===== src/rtl/stream_link_pkg.sv =====
// Shared definitions for the word/beat stream link (serializer and receiver).
// Holds default word/beat widths, the derived beat count and beat index width,
// word/beat typedefs and the transmit FSM state encoding.
package stream_link_pkg;

  localparam int DEF_WORD_W = 32;
  localparam int DEF_BEAT_W = 8;

  // Beat index width; a single-beat word still gets a 1-bit index.
  function automatic int idx_width(input int beats);
    return (beats > 1) ? $clog2(beats) : 1;
  endfunction

  localparam int DEF_BEATS = DEF_WORD_W / DEF_BEAT_W;
  localparam int DEF_IDX_W = idx_width(DEF_BEATS);

  typedef logic [DEF_BEAT_W-1:0] beat_t;
  typedef logic [DEF_WORD_W-1:0] word_t;

  typedef enum logic {
    IDLE = 1'b0,
    SEND = 1'b1
  } tx_state_t;

endpackage


===== src/rtl/stream_beat_counter.sv =====
// Beat index register for the serializer: clear to 0, or step by one up to BEATS-1.
// Ports: i_clk/i_rst (sync, active-high), i_inc/i_clr controls, o_idx current index,
//        o_first (idx==0), o_last (idx==BEATS-1). Flags are unqualified by valid.
module stream_beat_counter #(
  parameter int BEATS = 4,
  parameter int IDX_W = 2
) (
  input  logic             i_clk,
  input  logic             i_rst,
  input  logic             i_inc,
  input  logic             i_clr,
  output logic [IDX_W-1:0] o_idx,
  output logic             o_first,
  output logic             o_last
);

  localparam logic [IDX_W-1:0] LAST_IDX = IDX_W'(BEATS - 1);

  logic [IDX_W-1:0] r_idx;

  // Clear wins over increment; the index saturates at LAST_IDX so it can never
  // wander past the final beat even if inc were asserted there.
  always_ff @(posedge i_clk) begin
    if (i_rst || i_clr) begin
      r_idx <= '0;
    end else if (i_inc && (r_idx != LAST_IDX)) begin
      r_idx <= r_idx + IDX_W'(1);
    end
  end

  assign o_idx   = r_idx;
  assign o_first = (r_idx == '0);
  assign o_last  = (r_idx == LAST_IDX);

endmodule


===== src/rtl/stream_word_serializer_tx.sv =====
// Word-to-beat serializer: takes one WORD_W word per handshake and sends it as
// WORD_W/BEAT_W beats, LSB beat first. Beat 0 appears the cycle after the word
// handshake; a new word can be taken on the last-beat handshake (no bubble).
// Ports: i_clk/i_rst (sync, active-high); word side i_word_valid/o_word_ready/
//        i_word_data; beat side o_beat_valid/i_beat_ready/o_beat_data with
//        o_beat_first/o_beat_last flags; o_busy while a word is held.
module stream_word_serializer_tx #(
  parameter int WORD_W = stream_link_pkg::DEF_WORD_W,
  parameter int BEAT_W = stream_link_pkg::DEF_BEAT_W
) (
  input  logic              i_clk,
  input  logic              i_rst,
  input  logic              i_word_valid,
  output logic              o_word_ready,
  input  logic [WORD_W-1:0] i_word_data,
  output logic              o_beat_valid,
  input  logic              i_beat_ready,
  output logic [BEAT_W-1:0] o_beat_data,
  output logic              o_beat_first,
  output logic              o_beat_last,
  output logic              o_busy
);

  import stream_link_pkg::*;

  localparam int BEATS = WORD_W / BEAT_W;
  localparam int IDX_W = idx_width(BEATS);

  // The word must split into a whole, non-zero number of beats.
  if ((BEAT_W < 1) || (WORD_W < BEAT_W) || ((WORD_W % BEAT_W) != 0)) begin : g_bad_width
    $error("stream_word_serializer_tx: WORD_W must be a non-zero multiple of BEAT_W");
  end

  tx_state_t         r_state;
  logic [WORD_W-1:0] r_word;

  logic [IDX_W-1:0]  w_idx;
  logic              w_first;
  logic              w_last;
  logic              w_send;
  logic              w_word_hs;
  logic              w_beat_hs;
  logic              w_final_beat;

  assign w_send       = (r_state == SEND);
  assign w_beat_hs    = w_send & i_beat_ready;
  assign w_final_beat = w_beat_hs & w_last;

  // Ready while empty, or when the final beat of the held word leaves this
  // cycle, which lets the next word slot in with no idle cycle.
  assign o_word_ready = ~w_send | (w_last & i_beat_ready);
  assign w_word_hs    = i_word_valid & o_word_ready;

  stream_beat_counter #(
    .BEATS (BEATS),
    .IDX_W (IDX_W)
  ) u_beat_counter (
    .i_clk   (i_clk),
    .i_rst   (i_rst),
    .i_inc   (w_beat_hs & ~w_last),
    .i_clr   (w_word_hs | w_final_beat),
    .o_idx   (w_idx),
    .o_first (w_first),
    .o_last  (w_last)
  );

  // The word register only moves on a word handshake, so the beat mux output
  // stays frozen through any stall.
  always_ff @(posedge i_clk) begin
    if (i_rst) begin
      r_state <= IDLE;
      r_word  <= '0;
    end else begin
      case (r_state)
        IDLE: begin
          if (w_word_hs) begin
            r_word  <= i_word_data;
            r_state <= SEND;
          end
        end
        SEND: begin
          if (w_final_beat) begin
            if (w_word_hs) begin
              r_word <= i_word_data;
            end else begin
              r_state <= IDLE;
            end
          end
        end
        default: r_state <= IDLE;
      endcase
    end
  end

  assign o_beat_valid = w_send;
  assign o_busy       = w_send;
  assign o_beat_first = w_send & w_first;
  assign o_beat_last  = w_send & w_last;
  assign o_beat_data  = r_word[int'(w_idx)*BEAT_W +: BEAT_W];

endmodule

===== config.mk =====
export PLATFORM = sky130hd
export DESIGN_NAME = stream_word_serializer_tx
export DESIGN_NICKNAME = d
export VERILOG_FILES = /design/src/rtl/stream_link_pkg.sv /design/src/rtl/stream_beat_counter.sv /design/src/rtl/stream_word_serializer_tx.sv
export SDC_FILE = /design/constraint.sdc
export NUM_CORES = 1
export LEC_CHECK = 0
export CAP_MARGIN = 20
export CORE_ASPECT_RATIO = 0.7
export CORE_UTILIZATION = 45
export CTS_BUF_LIST = sky130_fd_sc_hd__clkbuf_4 sky130_fd_sc_hd__clkbuf_8 sky130_fd_sc_hd__clkbuf_16
export DETAILED_ROUTE_END_ITERATION = 8
export PLACE_DENSITY = 0.75
export SKIP_CTS_REPAIR_TIMING = 1
export SYNTH_ARGS = -nofsm -noshare
export SYNTH_HDL_FRONTEND = slang
export SYNTH_SLANG_ARGS = --single-unit

===== constraint.sdc =====
create_clock -name i_clk -period 3.23 [get_ports i_clk]
set_input_delay 0.8075 -clock i_clk [delete_from_list [all_inputs] [get_ports i_clk]]
set_output_delay 0.8075 -clock i_clk [all_outputs]
set_load 0.01 [all_outputs]

# Word-level counts from Yosys, hierarchy flattened
# Index checks and enable logic that the tools add are counted.
[totals] n_memories=0 out_inout_bits=13 ram_bits=0 mem_bits_ro=0 input_bits=36 elab_cells=28 latch_bits=0 reg_bits=35
[op_classes] n_shift=1 div_mod_pow=0 bitwise=11 multipliers=0 addsub=1 n_reduce_logical=3 order_cmp=0 n_mux=6 eq_ne=3
[op_table] operator="32-bit two-way mux" count=2
[op_table] operator="32-bit case mux with 2 select lines" count=1
[op_table] operator="32-bit by 6-bit indexed part select with 8-bit output" count=1
[op_table] operator="1-bit bitwise AND" count=7
[op_table] operator="2-bit by 1-bit adder with 2-bit output (second input constant)" count=1
[op_table] operator="2-bit equality test (second input constant)" count=1
[op_table] operator="2-bit zero test" count=1
[op_table] operator="1-bit two-way mux" count=2
[op_table] operator="2-bit by 1-bit inequality test with 1-bit output (second input constant)" count=1
[op_table] operator="2-bit inequality test (second input constant)" count=1
[op_table] operator="1-bit NOT" count=2
[op_table] operator="1-bit OR" count=2
[op_table] operator="1-bit case mux with 2 select lines" count=1
[op_table] operator="1-bit logical AND" count=1
[op_table] operator="1-bit logical OR" count=1

# Longest topological paths before layout
# Gate-level depths: netlist (run 1).
[depth] ltp_word=7 ltp_mapped=6 mapped_depth_nobuf=4

# By module
# A second synthesis (run 1) with hierarchy kept.
[hier_totals] hier_cells=173 area_unflattened_um2=1870.5
[modules_own_cells] module="stream_word_serializer_tx" area_each_um2=1745.4 cells_each=162 seq_area_each_um2=660.6 n_inst=1
[modules_own_cells] module="stream_beat_counter" area_each_um2=125.1 cells_each=11 seq_area_each_um2=40.0 n_inst=1

# Worst setup path before layout (run 1)
# Ideal clock, no wire load.
[synth_timing] kind="reg2out" from="register u_beat_counter.r_idx[1] (netlist: u_beat_counter.o_idx[1])" to="output port o_beat_data[2]" arrival_ns=1.105 path_slack_ns=1.317 n_path_buf=1 stages_incl_launch_ff=3 required_ns=2.423 cell_sequence="dfxtp_1 > buf_2 > mux4_2"
[synth_via] elab_chain_cells=1
[synth_rtl] item="from (decl)" line_no="stream_beat_counter.sv:19" rtl="logic [IDX_W-1:0] r_idx;"
[synth_rtl] item="from (signal assigned)" line_no="stream_beat_counter.sv:27" rtl="r_idx <= r_idx + IDX_W'(1);"
[synth_rtl] item="32-bit by 6-bit indexed part select with 8-bit output" line_no="stream_word_serializer_tx.sv:99" rtl="assign o_beat_data = r_word[int'(w_idx)*BEAT_W +: BEAT_W];"
[synth_rtl] item="to (decl)" line_no="stream_word_serializer_tx.sv:18" rtl="output logic [BEAT_W-1:0] o_beat_data,"
# Every way passes these cells.

# Worst setup path in the final report (run 1)
[layout_timing] from="register u_beat_counter.r_idx[1] (netlist: u_beat_counter.o_idx[1])" to="output port o_beat_data[4]"
# The elaborated chain is that of the path after synthesis.

==> results.txt, run 1 <==
Min-Delay Path Depth -> 2
detailed-route via count -> 1,279
Setup violations, final -> 0
unrepaired setup endpoints after global routing -> false
pwr/cell area -> 407 nW/um2
Psw -> 235 uW
CTS max path bufs -> 2
DP HPWL -> 2550 um
Worst-Skew Late Latency -> 0.28 ns
met3 GRT Util -> 5.41%
met1 Resource Use GR -> 25.4%
CTS sink cnt -> 35
crit end category -> output pin
Setup TNS -> 0 ns
synthesized area per cell -> 10.8 um2
Non-Filler Instances -> 267
area delta synth->final -> 29.2%
CTS buffer count -> 5
core area -> 3920 um2
flop2flop setup slack -> 1.18 ns
grt met2 use -> 28.6%
First-pass DRT Iterations -> 4
biggest fanout along the worst timing path -> 11
H-tree Lvls -> 2
YS warnings -> 0
initial antenna violation count -> 0
Final Critical Period -> 2.87 ns
Die X -> 78.6 um
reg-to-reg endpoint -> r_word[22]
vias in the first global route -> 1,266
Lkg Pwr -> 0.000911 uW
syn_nets -> 209
first-pass GRT wire length -> 6090 um
Net Sw Frac -> 24.2%
io pins -> 49
root cell of the clock tree -> clkbuf_8
# Max-Cap Violations -> 0
ANT nets after route -> 0
largest net degree at the start of global routing -> 67
VDD IR-drop max -> 0.202 mV
GRT Util Overall -> 18.8%
internal power -> 736 uW
placed cells -> 259
initial drt markers -> 47
Post-Route WL -> 3700 um
Worst slew margin -> 60.2%
f_max -> 0.349 GHz
global route total overflow -> 0
layout cell share with drive strength beyond 1 -> 10.2%
WP data arrival -> 2.06 ns
synthesized cell area -> 1850 um2
Post-layout nets -> 252
Initial Util -> 47.1%
Hold Path Class -> register to register
GRT Max-Usage Layer -> met2
Via density -> 4.79
sequential share of power -> 49.1%
Residual DRC -> 0
row count -> 19
post-synthesis sequential area ratio -> 37.9%
Setup CP Type -> register to output pin
Reg2Reg Depth -> 5
synthesis-stage register bit count -> 35
drt wl/cell -> 13.9 um
hold path start -> r_word[23]
Worst Hold End -> r_word[23]
CP Data Required Time -> 2.42 ns
Die H -> 55.6 um
clock-pin slew on the worst setup and hold paths -> 0.07 ns
Synth Instances -> 171
status -> complete, no violations
PortBufs -> 48
CTS tree -> yes
Reg2Reg Launch Point -> u_beat_counter.o_idx[1]
worst-margin pin slew -> 0.596 ns
Diodes inserted -> 0
Clock Skew -> 0.00392 ns
clock power share -> 33.4%
Die Area -> 4370 um2
post-synthesis cell type count -> 18
logic gate share of total power -> 17.5%
GP Congestion -> 0.844
Worst Setup Start Kind -> register
Tcrit/Tclk final -> 88.8%
max-slew violation count -> 0
final hold violation count -> 0
==> cell type report <==
type | count | area [um2]
clock buffer | 7 | 83.8
clock inverter | 1 | 5.00
fill | 347 | 1540
inverter | 3 | 11.3
multi-input combinational | 119 | 1030
sequential | 35 | 701
tap | 52 | 65.1
timing repair buffer | 50 | 495
==> worst max-delay path, cell delays in order, from the launching register on <==
cell	delay (ns)
dfxtp_1	0.70
mux4_2	0.58
clkdlybuf4s50_1	0.49
==> state kept, by name, summed over array words and instances (netlist names) <==
name / cells
u_beat_counter.o_idx: 2
r_word: 32
o_beat_valid: 1
==> kinds of logic (layout without fill, tap and decap cells) <==
kind of cell | after synthesis | in the layout | share of synthesized area [%]
multiplexers | 41 | 41 | 27.6
buffers and inverters | 17 | 61 | 6.84
flip-flops | 35 | 35 | 37.9
AO/OA/AOI/OAI | 2 | 2 | 1.42
adder cells (fa/ha/maj) | 2 | 2 | 1.35
AND/OR/NAND/NOR | 73 | 73 | 24.4
XOR/XNOR | 1 | 1 | 0.474
==> how the worst max path moves through the flow <==
stage,cells after the start,from,endpoint
2_1_floorplan,2,u_beat_counter.o_idx[1],o_beat_data[2]
3_3_place_gp,4,i_beat_ready,o_word_ready
3_5_place_dp,4,i_beat_ready,o_word_ready
4_1_cts,2,u_beat_counter.o_idx[1],o_beat_data[4]
5_1_grt,2,u_beat_counter.o_idx[1],o_beat_data[7]
6_report,2,u_beat_counter.o_idx[1],o_beat_data[4]
==> stage by stage <==
stage          utilization [%]  setup WS, ns  total power (uW)  cell area (um2)  hold WS, ns
3_5_place_dp              58.6         0.396               656             2300        0.464
4_1_cts                   60.9         0.330               979             2390        0.477
3_3_place_gp              58.6         0.429               651             2300        0.457
5_1_grt                   60.9         0.244              1010             2390        0.485
2_1_floorplan                -          1.32               585             1850        0.445
6_report                  60.9         0.362               971             2390        0.473
==> power groups by stage <==
stage	registers [uW]	logic, uW	clock network, uW
floorplan	478	107	0
global placement	485	166	0
detailed placement	486	170	0
CTS	477	171	331
global route	480	183	351
finish	477	169	324
==> metal layers <==
layer / wire length [um] / vias up / share of wire (%)
li1: - / 645 / -
met1: 1870 / 597 / 51
met2: 1610 / 30 / 43
met3: 171 / 7 / 4.6
met4: 49 / 0 / 1.3
met5: 0 / - / 0
==> cell usage in the layout (no fill, tap or decap) <==
| master | Yosys | layout |
|---|---|---|
| nand2b_1 | 64 | 64 |
| clkbuf_4 | 0 | 2 |
| nor2b_4 | 0 | 1 |
| nand3b_1 | 1 | 1 |
| and2_2 | 2 | 2 |
| mux2i_1 | 33 | 33 |
| clkdlybuf4s50_1 | 0 | 48 |
| nor2_1 | 5 | 5 |
| a21boi_4 | 1 | 1 |
| clkinv_2 | 0 | 1 |
| clkbuf_8 | 0 | 5 |
| buf_4 | 1 | 2 |
| inv_1 | 3 | 3 |
| mux4_2 | 8 | 8 |
| o21bai_1 | 1 | 1 |
| dfxtp_1 | 35 | 35 |
| xnor2_1 | 1 | 1 |
| ha_1 | 2 | 2 |
==> cells in the mapped netlist <==
master     n  share of area, %
buf_4      1              0.41
and2_2     2              0.81
inv_1      3              0.61
clkbuf_1   7               1.4
buf_6      1              0.61
mux4_2     8               9.7
dfxtp_1   35                38
nor2b_2    1              0.47
nand2b_1  64                22
nor2_1     5               1.0
a21boi_4   1               1.0
xnor2_1    1              0.47
mux2i_1   33                18
o21bai_1   1              0.41
ha_1       2               1.4
buf_12     3               3.2
buf_2      2              0.54
nand3b_1   1              0.41
(Power assumes the default switching activity.)
==> run 2: changes to the inputs <==
--- a/config.mk
+++ b/config.mk
@@ -7,6 +7,7 @@
 export LEC_CHECK = 0
 export CAP_MARGIN = 20
 export CORE_ASPECT_RATIO = 0.7
+export CORE_MARGIN = 2
 export CORE_UTILIZATION = 45
 export CTS_BUF_LIST = sky130_fd_sc_hd__clkbuf_4 sky130_fd_sc_hd__clkbuf_8 sky130_fd_sc_hd__clkbuf_16
 export DETAILED_ROUTE_END_ITERATION = 8
==> run 2 against run 1 <==
Count of clock-buffer cells in the layout increased by 1. Non-clock buffer count unchanged. First-iteration DRC count decreased by 2.1%. Flip-flop and latch count unchanged. Global-route usage decreased by 0.28 points. Critical path depth unchanged. Sequential power about the same. Register-to-register slack about the same. Routed wire length increased by 4.3%. Cell count unchanged. Die area increased by 6.2%. Critical endpoint unchanged.
==> results.txt, run 2 (same netlist as run 1, synthesis figures left out) <==
Diodes inserted -> 0 (unchanged)
ANT nets after route -> 0 (unchanged)
CTS buffer count -> 5 (unchanged)
io pins -> 49 (unchanged)
GRT Util Overall -> 18.5% (-0.28 points)
layout cell share with drive strength beyond 1 -> 10.2% (unchanged)
# Max-Cap Violations -> 0 (unchanged)
root cell of the clock tree -> clkbuf_8
detailed-route via count -> 1,269 (-0.78%)
Post-layout nets -> 252 (unchanged)
Via density -> 4.75 (-0.78%)
initial antenna violation count -> 0 (unchanged)
Die H -> 57.6 um (+3.6%)
unrepaired setup endpoints after global routing -> false
crit end category -> output pin
CTS sink cnt -> 35 (unchanged)
global route total overflow -> 0 (unchanged)
Worst Setup Start Kind -> register
GP Congestion -> 0.871 (+3.1%)
Most flops, register -> r_word
core area -> 3920 um2 (unchanged)
Die Area -> 4640 um2 (+6.2%)
Post-Route WL -> 3860 um (+4.3%)
worst-margin pin slew -> 0.586 ns (-0.00915 ns)
Clock Skew -> 0.00443 ns (+0.000513 ns)
max-slew violation count -> 0 (unchanged)
WP data arrival -> 2.07 ns (about the same)
clock-pin slew on the worst setup and hold paths -> 0.07 ns (about the same)
vias in the first global route -> 1,306 (+3.2%)
PortBufs -> 48 (unchanged)
most frequent cells in the layout -> nand2b_1, clkdlybuf4s50_1, dfxtp_1, mux2i_1, mux4_2
final hold violation count -> 0 (unchanged)
DP HPWL -> 2750 um (+7.5%)
status -> complete, no violations
placed cell area -> 2300 um2 (unchanged)
First-pass DRT Iterations -> 4 (unchanged)
Hold Path Class -> register to register
Final Critical Period -> 2.87 ns (+0.00643 ns)
initial drt markers -> 46 (-2.1%)
Setup violations, final -> 0 (unchanged)
max reg flops -> 32 (unchanged)
Setup CP Type -> register to output pin
Worst-Skew Late Latency -> 0.29 ns (about the same)
final core occ -> 61.2% (+0.38 points)
VDD IR-drop max -> 0.241 mV (+19%)
first-pass GRT wire length -> 6400 um (+5.1%)
row count -> 19 (unchanged)
largest net degree at the start of global routing -> 67 (unchanged)
f_max -> 0.348 GHz (-0.22%)
biggest fanout along the worst timing path -> 11 (unchanged)
area delta synth->final -> 30.0%
Worst slew margin -> 60.9% (+0.61 points)
Initial Util -> 47.1% (unchanged)
Setup TNS -> 0 ns (unchanged)
CP Data Required Time -> 2.42 ns (about the same)
Tcrit/Tclk final -> 89.0% (+0.20 points)
CTS max path bufs -> 2 (unchanged)
Die X -> 80.6 um (+2.5%)
CTS tree -> yes
Lkg Pwr -> 0.000917 uW (+0.64%)
H-tree Lvls -> 2 (unchanged)
drt wl/cell -> 14.5 um (+4.3%)
Residual DRC -> 0 (unchanged)
pwr/cell area -> 419 nW/um2 (+3.1%)
commonest non-fill, non-tap cell in the layout -> nand2b_1
cell area after layout -> 2400 um2 (+0.63%)
==> run 2: cell count changes in the layout (fill, tap and decap cells not counted), sizes merged <==
cell,previous run,this run
clkbuf,7,8
clkinv,1,0
==> run 2: area by class of cell <==
class / instances / area (um2)
sequential: 35 / 701
inverter: 3 / 11.3
tap: 52 / 65.1
clock buffer: 8 / 104
fill: 335 / 1520
timing repair buffer: 50 / 495
multi-input combinational: 119 / 1030
==> run 2: final timing paths <==
kind | from | endpoint | slack (ns) | cells past startpoint
worst max-delay path | u_beat_counter.o_idx[1] | o_beat_data[4] | 0.36 | 2
worst min register to register | r_word[23] | r_word[23] | 0.47 | 2
worst min-delay path | r_word[23] | r_word[23] | 0.47 | 2
worst max register to register | u_beat_counter.o_idx[1] | r_word[30] | 1.17 | 5
==> run 2: where the power goes <==
part	switching, uW	leakage (uW)	internal [uW]
clock network	157	0.0000549	203
logic	60.4	0.000574	109
registers	19.1	0.000288	459
total	237	0.000917	771
==> run 2: stage by stage <==
stage / instances / power (uW) / setup WS, ns / hold slack (ns)
floorplan: 171 / 585 / 1.32 / 0.445
global placement: 259 / 651 / 0.430 / 0.457
detailed placement: 259 / 658 / 0.399 / 0.460
CTS: 267 / 1020 / 0.326 / 0.476
global route: 267 / 1050 / 0.247 / 0.499
finish: 267 / 1010 / 0.355 / 0.473
==> run 2: critical path: stages (launching register included) <==
cell and delay (ns):
dfxtp_1 0.69, mux4_2 0.59, clkdlybuf4s50_1 0.49
==> run 2: routing by layer <==
layer	up-vias	wire [um]	share of wire (%)	track usage (%)
li1	650	-	-	-
met1	581	1850	48	26.0
met2	32	1710	44	26.9
met3	6	270	7.0	7.63
met4	0	36	0.93	4.36
met5	-	0	0	0
==> run 3: changes to the inputs <==
--- a/config.mk
+++ b/config.mk
@@ -10,6 +10,7 @@
 export CORE_MARGIN = 2
 export CORE_UTILIZATION = 45
 export CTS_BUF_LIST = sky130_fd_sc_hd__clkbuf_4 sky130_fd_sc_hd__clkbuf_8 sky130_fd_sc_hd__clkbuf_16
+export CTS_CLUSTER_DIAMETER = 120
 export DETAILED_ROUTE_END_ITERATION = 8
 export PLACE_DENSITY = 0.75
 export SKIP_CTS_REPAIR_TIMING = 1
==> results of run 3 <==
Final layout, timing and power as in run 2 (identical DEF).
